[src/rtl/ebus_pi_if.sv]
// ebus_pi_if: EBUS PI bus between the PI controller (master) and a device responder (slave)
interface ebus_pi_if;
  logic        ebus_demand;
  logic [2:0]  ebus_func;
  logic [0:3]  ebus_cs;
  logic [1:7]  ebus_pi;
  logic [0:35] ebus_data;
  logic        ebus_drive;
  logic        ebus_xfer;
  modport master(output ebus_demand, ebus_func, ebus_cs, input ebus_pi, ebus_data, ebus_drive, ebus_xfer);
  modport slave(input ebus_demand, ebus_func, ebus_cs, output ebus_pi, ebus_data, ebus_drive, ebus_xfer);
endinterface

[src/rtl/ebus_pi_responder.sv]
// ebus_pi_responder: device-side EBUS PI agent (request, serve, vector); EBUS_PI_TIMEOUT_EN adds a stuck-demand timeout with tmo_err
module ebus_pi_responder #(
`ifdef EBUS_PI_TIMEOUT_EN
  parameter int unsigned TMO_CYC = 64,
`endif
  parameter int unsigned PHY_NO = 4,
  parameter logic [2:0] FUNC_SERVE = 3'b100,
  parameter logic [2:0] FUNC_VECTOR = 3'b101,
  parameter logic [0:35] VEC_WORD = 36'o000000_000040
) (
  input  logic       clk,
  input  logic       RESET,
  input  logic       dev_int,
  input  logic       cono_load,
  input  logic [2:0] pia_in,
  ebus_pi_if.slave   bus,
  output logic [2:0] pia,
  output logic       busy
`ifdef EBUS_PI_TIMEOUT_EN
  ,
  output logic       tmo_err
`endif
);
  typedef enum logic [2:0] {IDLE, REQ, SERVE, WAITSEL, VECTOR, ACKED} state_t;
  localparam logic [0:35] SERVE_WORD = 36'd1 << (35 - PHY_NO);
  state_t state;
  logic dev_q;
  logic serve_hit, vec_hit, pia_drop, go;
  assign serve_hit = bus.ebus_demand && bus.ebus_func == FUNC_SERVE && bus.ebus_cs[1:3] == pia;
  assign vec_hit = bus.ebus_demand && bus.ebus_func == FUNC_VECTOR && bus.ebus_cs == 4'(PHY_NO);
  assign pia_drop = cono_load && (pia_in == 3'd0 || pia_in != pia);
  assign go = dev_q && pia != 3'd0 && !pia_drop;
  assign bus.ebus_pi = (state inside {REQ, SERVE, WAITSEL} && pia != 3'd0) ? 7'b1000000 >> (pia - 3'd1) : 7'd0;
`ifdef EBUS_PI_TIMEOUT_EN
  state_t last;
  logic [6:0] cnt, cnt_nx;
  logic tmo_hit;
  assign cnt_nx = !(state inside {SERVE, WAITSEL, VECTOR}) ? 7'd0 : state != last ? 7'd1 : cnt + 7'd1;
  assign tmo_hit = cnt_nx == 7'(TMO_CYC) && !pia_drop;
`endif
  // Interrupt handshake FSM; data/drive/xfer/busy are registered alongside the state transition
  always_ff @(posedge clk) begin
    if (RESET) begin
      state <= IDLE;
      pia <= 3'd0;
      dev_q <= 1'b0;
      busy <= 1'b0;
      bus.ebus_data <= '0;
      bus.ebus_drive <= 1'b0;
      bus.ebus_xfer <= 1'b0;
`ifdef EBUS_PI_TIMEOUT_EN
      last <= IDLE;
      cnt <= 7'd0;
      tmo_err <= 1'b0;
`endif
    end else begin
      dev_q <= dev_int;
      if (cono_load) pia <= pia_in;
      bus.ebus_data <= '0;
      bus.ebus_drive <= 1'b0;
      bus.ebus_xfer <= 1'b0;
      case (state)
        IDLE: begin
          state <= go ? REQ : IDLE;
          busy <= go;
        end
        REQ: begin
          if (pia_drop || !dev_q) begin
            state <= IDLE;
            busy <= 1'b0;
          end else if (serve_hit) begin
            state <= SERVE;
            bus.ebus_drive <= 1'b1;
            bus.ebus_data <= SERVE_WORD;
          end
        end
        SERVE: begin
          if (pia_drop) begin
            state <= IDLE;
            busy <= 1'b0;
          end else if (bus.ebus_demand) begin
            bus.ebus_drive <= 1'b1;
            bus.ebus_data <= SERVE_WORD;
          end else state <= WAITSEL;
        end
        WAITSEL: begin
          if (vec_hit) begin
            state <= VECTOR;
            bus.ebus_drive <= 1'b1;
            bus.ebus_xfer <= 1'b1;
            bus.ebus_data <= VEC_WORD;
          end else if (serve_hit) begin
            state <= SERVE;
            bus.ebus_drive <= 1'b1;
            bus.ebus_data <= SERVE_WORD;
          end else if (!dev_q) begin
            state <= IDLE;
            busy <= 1'b0;
          end
        end
        VECTOR: begin
          if (bus.ebus_demand) begin
            bus.ebus_drive <= 1'b1;
            bus.ebus_xfer <= 1'b1;
            bus.ebus_data <= VEC_WORD;
          end else state <= ACKED;
        end
        default: begin
          state <= IDLE;
          busy <= 1'b0;
        end
      endcase
`ifdef EBUS_PI_TIMEOUT_EN
      last <= state;
      cnt <= cnt_nx;
      if (cono_load) tmo_err <= 1'b0;
      if (tmo_hit) begin
        state <= REQ;
        busy <= 1'b1;
        bus.ebus_data <= '0;
        bus.ebus_drive <= 1'b0;
        bus.ebus_xfer <= 1'b0;
        tmo_err <= 1'b1;
      end
`endif
    end
  end
endmodule

[src/flat_wrapper.sv]
// flat-port wrapper written by rule: the top's interface ports become plain ports
module ebus_pi_responder_flat 
#(

  parameter int unsigned PHY_NO = 4,
  parameter logic [2:0] FUNC_SERVE = 3'b100,
  parameter logic [2:0] FUNC_VECTOR = 3'b101,
  parameter logic [0:35] VEC_WORD = 36'o000000_000040
)
  (clk, RESET, dev_int, cono_load, pia_in, pia, busy, bus_ebus_demand, bus_ebus_func, bus_ebus_cs, bus_ebus_pi, bus_ebus_data, bus_ebus_drive, bus_ebus_xfer);
  ebus_pi_if bus_i ();
  input  logic clk;
  input  logic RESET;
  input  logic dev_int;
  input  logic cono_load;
  input  logic [2:0] pia_in;
  output logic [2:0] pia;
  output logic busy;
  input wire logic [$bits(bus_i.ebus_demand)-1:0] bus_ebus_demand;
  input wire logic [$bits(bus_i.ebus_func)-1:0] bus_ebus_func;
  input wire logic [$bits(bus_i.ebus_cs)-1:0] bus_ebus_cs;
  output wire logic [$bits(bus_i.ebus_pi)-1:0] bus_ebus_pi;
  output wire logic [$bits(bus_i.ebus_data)-1:0] bus_ebus_data;
  output wire logic [$bits(bus_i.ebus_drive)-1:0] bus_ebus_drive;
  output wire logic [$bits(bus_i.ebus_xfer)-1:0] bus_ebus_xfer;
  assign bus_i.ebus_demand = bus_ebus_demand;
  assign bus_i.ebus_func = bus_ebus_func;
  assign bus_i.ebus_cs = bus_ebus_cs;
  assign bus_ebus_pi = bus_i.ebus_pi;
  assign bus_ebus_data = bus_i.ebus_data;
  assign bus_ebus_drive = bus_i.ebus_drive;
  assign bus_ebus_xfer = bus_i.ebus_xfer;
  ebus_pi_responder #(.PHY_NO(PHY_NO), .FUNC_SERVE(FUNC_SERVE), .FUNC_VECTOR(FUNC_VECTOR), .VEC_WORD(VEC_WORD)) u_core (.clk(clk), .RESET(RESET), .dev_int(dev_int), .cono_load(cono_load), .pia_in(pia_in), .bus(bus_i), .pia(pia), .busy(busy));
endmodule
[config.mk]
export PLATFORM = sky130hd
export DESIGN_NAME = ebus_pi_responder_flat
export DESIGN_NICKNAME = d
export VERILOG_FILES = /design/src/rtl/ebus_pi_if.sv /design/src/rtl/ebus_pi_responder.sv /design/src/flat_wrapper.sv
export SDC_FILE = /design/constraint.sdc
export NUM_CORES = 1
export LEC_CHECK = 0
export CORE_MARGIN = 3
export CORE_UTILIZATION = 33
export CTS_CLUSTER_DIAMETER = 40
export DETAILED_ROUTE_END_ITERATION = 8
export PLACE_DENSITY = 0.76
export SYNTH_ARGS = -nofsm -noshare
export SYNTH_HDL_FRONTEND = slang
export SYNTH_SLANG_ARGS = --single-unit
[constraint.sdc]
create_clock -name clk -period 1.6 [get_ports clk]
set_input_delay 0.24 -clock clk [delete_from_list [all_inputs] [get_ports clk]]
set_output_delay 0.24 -clock clk [all_outputs]
set_load 0.01 [all_outputs]
======== Word level (Yosys, flattened, before mapping) ========
Index checks and enable logic that the tools add are counted.
word-level totals
  register bits after elaboration ......... 46
  input port bits ......................... 15
  output and inout port bits .............. 49
  word-level logic and storage cells ...... 78
cells by class
  add/subtract/negate cells ............... 1
  equal/unequal tests ..................... 18
  shift operators ......................... 1
  multiplexer cells ....................... 32
  bitwise logic cells ..................... 1
  reductions and logical operators ........ 18
operator list
  cell                                              count
  one-hot mux 36 bit (4 select lines)               1
  two-way mux 36 bit                                3
  two-way mux 32 bit                                2
  two-way mux 3 bit                                 8
  one-hot mux 3 bit (5 select lines)                1
  two-way mux 1 bit                                 12
  != test 2 bit, second input constant              5
  == test 3 bit, second input constant              3
  logical AND 1 bit                                 8
  two-way mux 7 bit                                 1
  right shift 7 x 3 -> 7 bit, first input constant  1
  == test 3 x 2 -> 1 bit, second input constant     2
  logical NOT 3 bit                                 2
  two-way mux 6 bit                                 1
  != test 3 x 2 -> 1 bit, second input constant     2
  AND reduction 6 bit                               1
  nonzero test 3 bit                                2
  one-hot mux 1 bit (5 select lines)                1
  == test 4 x 3 -> 1 bit, second input constant     1
  != test 4 bit, second input constant              1
  one-hot mux 1 bit (4 select lines)                1
  AND reduction 4 bit                               1
  == test 3 x 1 -> 1 bit, second input constant     1
  == test 3 bit                                     1
  other kinds (7)                                   9

======== Longest topological paths before layout ========
  word-level depth ........................ 7
  mapped depth ............................ 6
  gate-level depth less buffers ........... 5

======== Worst setup path before layout ========
OpenSTA, ideal clock, no wires.
  path kind ............................... reg-to-reg
  start ................................... register u_core.pia[0]
  end ..................................... register u_core.busy
  setup time .............................. 86 ps
  arrival ................................. 1546 ps
  data required time ...................... 1514 ps
  path slack .............................. -32 ps
  stages on the path, launching flop included .. 7
  buffers on the path ..................... 1
  clock period less this slack ............ 1632 ps
  cells stage by stage .................... dfxtp_1 > buf_6 > xnor2_2 > nand3_1 > or4_1 > o31a_1 > a211oi_1
between the ends
  longest elaborated chain between the ends .. 6
  elaborated cells between the ends (all ways) .. 15
  classes of those cells .................. eq/ne: 5; mux: 1; reduce/logical: 9
ends and longest elaborated chain
  item                                                                                        line                                              text
  from (decl)                                                                                 ebus_pi_responder.sv:17                           output logic [2:0] pia,
  from (signal assigned)                                                                      ebus_pi_responder.sv:58                           if (cono_load) pia <= pia_in;
  != test 3 bit                                                                               ebus_pi_responder.sv:31                           assign pia_drop = cono_load && (pia_in == 3'd0 || pia_in != pia);
  logical OR 1 bit                                                                            ebus_pi_responder.sv:31
  logical AND 1 bit                                                                           ebus_pi_responder.sv:31
  logical OR 1 bit or logical NOT 1 bit (tied branches)                                       ebus_pi_responder.sv:68, ebus_pi_responder.sv:32
  != test 2 bit (no source line) or logical AND 1 bit (tied branches)                         --
  AND reduction 6 bit (no source line) or one-hot mux 1 bit (5 select lines) (tied branches)  --
  to (signal assigned)                                                                        ebus_pi_responder.sv:65                           busy <= go;
  to (decl)                                                                                   ebus_pi_responder.sv:18                           output logic busy
Parallel ways exist; a longest one is shown, timed or not.
A chain may end at the register's enable or synchronous reset.

======== Worst setup path in the final report ========
  start ................................... register u_core.pia[1]
  end ..................................... output port bus_ebus_pi[3]
between the ends
  longest elaborated chain between the ends .. 3
  elaborated cells between the ends (all ways) .. 5
  classes of those cells .................. add/sub: 1; shift: 1; mux: 1; reduce/logical: 2
ends and longest elaborated chain
  item                                                             line                     text
  subtractor 3 x 1 -> 3 bit or nonzero test 3 bit (tied branches)  ebus_pi_responder.sv:33  assign bus.ebus_pi = (state inside {REQ, SERVE, WAITSEL} && pia != 3'd0) ? 7'b1000000 >> (pia - 3'd1) : 7'd0;
  right shift 7 x 3 -> 7 bit or logical AND 1 bit (tied branches)  ebus_pi_responder.sv:33
  two-way mux 7 bit (*)                                            ebus_pi_responder.sv:33
  to (decl)                                                        flat_wrapper.sv:22       output wire logic [$bits(bus_i.ebus_pi)-1:0] bus_ebus_pi;
Mark *: on every way between the ends. The rest lies on a longest branch, timed or not.

==> metrics <==
run status complete, but fails checks; failing checks setup timing; Port-buffer cells 29; Setup WS pre-CTS -0.4100 ns; post-DP HPWL 1925 µm; Reg2Reg Launch Point u_core.pia[0]$_SDFFE_PP0P_; largest net degree at the start of global routing 10; CTS Buf Count 3; Worst path max stage delay 0.37 ns; Synth Warn # 0; first-pass GRT wire length 3767 µm; P_leak 0.7551 nW; skew final 0.003447 ns; Synth-to-Final Area Change 52.17%; WP data arrival 1.41 ns; Setup-failing EPs final 5; Max FO, Critical Path 5; antenna violations before repair 0; Yosys cell types 38; hold depth 3; Synth area leader buf_4; DRT antenna net count 0; vias per cell 4.382; Post-synth EDFFs 0; final core utilization 54.81%; sequential share of power 39.3%; sequential area share after synthesis 23.19%; Reg2Reg Setup Slack -0.03 ns; P_int 0.5552 mW; router iterations before antenna repair 4; die height 62.03 µm; final hold vios 0; Synth async-reset ratio 0%; Die Area 3848 µm²; drt wl/cell 11.55 µm; Clk network pwr share 30.9%; final worst slack -0.04860 ns; Max-Cap Viols 0; Synth Instances 129; Synth top area share 24.64%; Primary FF master, synth dfxtp_1; GRT overflow 0; largest cells by area after synthesis buf_4, dfxtp_1, nor2_1, xor2_1, xnor2_2; CTS root buf clkbuf_4; wl on met1 976 µm; worst vdd ir 191.8 µV; CTS H-tree lvls 1; Startpoint Class flop; vias 986; Antenna diodes 0; core area 2877 µm²; maximum clock frequency 0.6066 GHz; top post-synthesis cells by count buf_4, nor2_1, dfxtp_1; post-synthesis register bit count 12; clk sinks 12; Nets 200; Comb pwr share 29.8%; Clock transition at path regs 0.07 ns; met2 wire len 1375 µm; Max clock buf depth 2; GPL Wtd Cong 0.9257; Hold EP u_core.pia[1]$_SDFFE_PP0P_; initial drt markers 12; Initial Util 36.02%; final wirelength 2598 µm; RSZ-0062 raised after global routing yes; Net Sw Frac 30.74%; CP top delay family simple AND/OR/NAND/NOR gates; Hold Buf Count CTS 0; drt drc 0; Worst EP required 1.36 ns; CP bufs+invs 2; layout cells sized above 1 37.16%; GRT Util Overall 13.25%; average cell area after synthesis 8.031 µm²; met3 WL post-DR 198 µm; Final Max Tran Viols 0; max layer used met4; switching pwr 0.2464 mW; min Tclk post-route 1.649 ns; reg2reg end u_core.busy$_SDFFE_PP0P_; mapped cell area 1036 µm²; pwr dens 508.5 nW/µm²; insertion delay of the later-clocked pin in the worst-skew pair 0.28 ns; cell breakdown of the critical path buf_6 > or3_1 > and3_1 > buf_2; vias in the first global route 866; top-count cell post-synth buf_4; final worst path period share 103.0%; Die Width 62.03 µm; Worst setup EP type primary output; Std-Cell Rows 19; CTS tree yes; critical path type reg2out; Worst Hold Class in2reg; IO Count 64; Reg2Reg Depth 7; CP max-delay cell dfxtp_4; min-delay src pia_in[1]
-- worst max-delay path by stage --
stage | start | endpoint | cells past startpoint
floorplan | u_core.pia[0]$_SDFFE_PP0P_ | u_core.busy$_SDFFE_PP0P_ | 6
global placement | bus_ebus_demand | u_core.busy$_SDFFE_PP0P_ | 6
detailed placement | bus_ebus_demand | u_core.busy$_SDFFE_PP0P_ | 6
CTS | u_core.pia[0]$_SDFFE_PP0P_ | u_core.state[1]$_SDFFE_PP0P_ | 5
global route | u_core.pia[1]$_SDFFE_PP0P_ | bus_ebus_pi[3] | 4
finish | u_core.pia[1]$_SDFFE_PP0P_ | bus_ebus_pi[3] | 4
-- cells in the final DEF, fill, tap and decap left out, drive strengths merged, types with 2 or more instances in the layout --
| cell type | count |
|---|---|
| a211oi | 4 |
| a21oi | 3 |
| and3 | 4 |
| buf | 34 |
| clkbuf | 4 |
| clkdlybuf4s50 | 17 |
| conb | 34 |
| dfxtp | 12 |
| dlygate4sd2 | 3 |
| dlymetal6s2s | 2 |
| inv | 3 |
| mux2i | 3 |
| nand2 | 5 |
| nand3 | 4 |
| nor2 | 13 |
| nor2b | 4 |
| nor3 | 6 |
| or3 | 3 |
| xnor2 | 2 |
| xor2 | 4 |
-- kinds of logic (layout without fill, tap and decap cells) --
kind of cell | Yosys count | in the layout | share of synthesized area, %
other | 1 | 34 | 0.3620
AOI/OAI and AO/OA | 16 | 16 | 11.72
and+or+nand+nor | 47 | 47 | 24.16
xor gates and xnor gates | 6 | 6 | 6.521
buffers and inverters | 42 | 63 | 28.98
muxes | 3 | 3 | 2.899
adders and majority gates | 2 | 2 | 2.174
DFF | 12 | 12 | 23.19
-- timing repair --
| action | CTS | global route |
|---|---|---|
| pin swaps | 17 | 5 |
| endpoints found under the setup margin | 13 | 12 |
| resized for setup | 57 | 13 |
| hold endpoints to repair | 0 | 0 |
| buffers inserted | 4 | 2 |
-- per-stage QoR --
| step | hold WS (ns) | instances | power [mW] | setup TNS, ns | cell area, µm² |
|---|---|---|---|---|---|
| 2_1_floorplan | 0.3682 | 162 | 0.4907 | 0 | 1162 |
| 3_3_place_gp | 0.5051 | 215 | 0.5149 | -2.696 | 1374 |
| 3_5_place_dp | 0.4985 | 215 | 0.5198 | -2.836 | 1374 |
| 4_1_cts | 0.3757 | 223 | 0.7920 | -0.1857 | 1508 |
| 5_1_grt | 0.4044 | 225 | 0.8459 | -0.6842 | 1577 |
| 6_report | 0.3682 | 225 | 0.8016 | -0.1138 | 1577 |
-- per-layer routing --
layer | track usage [%] | up-vias
met5 | 0 | -
met4 | 7.273 | 0
met3 | 1.653 | 4
met2 | 23.67 | 59
met1 | 15.07 | 444
li1 | - | 479
-- worst min-delay path: stages --
cell           delay (ns)
dlygate4sd2_1        0.23
mux2i_1              0.08
nor2_1               0.07
-- power by group through the flow --
stage	registers [mW]	clock network, mW	logic (mW)
floorplan	0.321	0	0.169
global placement	0.321	0	0.194
detailed placement	0.321	0	0.198
CTS	0.315	0.252	0.225
global route	0.316	0.271	0.258
finish	0.315	0.248	0.239
-- flip-flops by register name, indices dropped and copies added, names as in the netlist --
register	cells
u_core.pia	3
u_core.bus.ebus_xfer	1
u_core.state	3
u_core.dev_q	1
u_core.bus.ebus_data	2
u_core.busy	1
u_core.bus.ebus_drive	1
-- final cells by class --
class | count | area (µm²)
clock buffers | 4 | 36.28
fillers | 261 | 1300
inverters | 3 | 11.26
multi-input cells | 108 | 742.0
flip-flops and latches | 12 | 252.7
well taps | 42 | 52.55
repair buffers | 56 | 481.7
No activity file was read; power rests on OpenSTA's default activity.
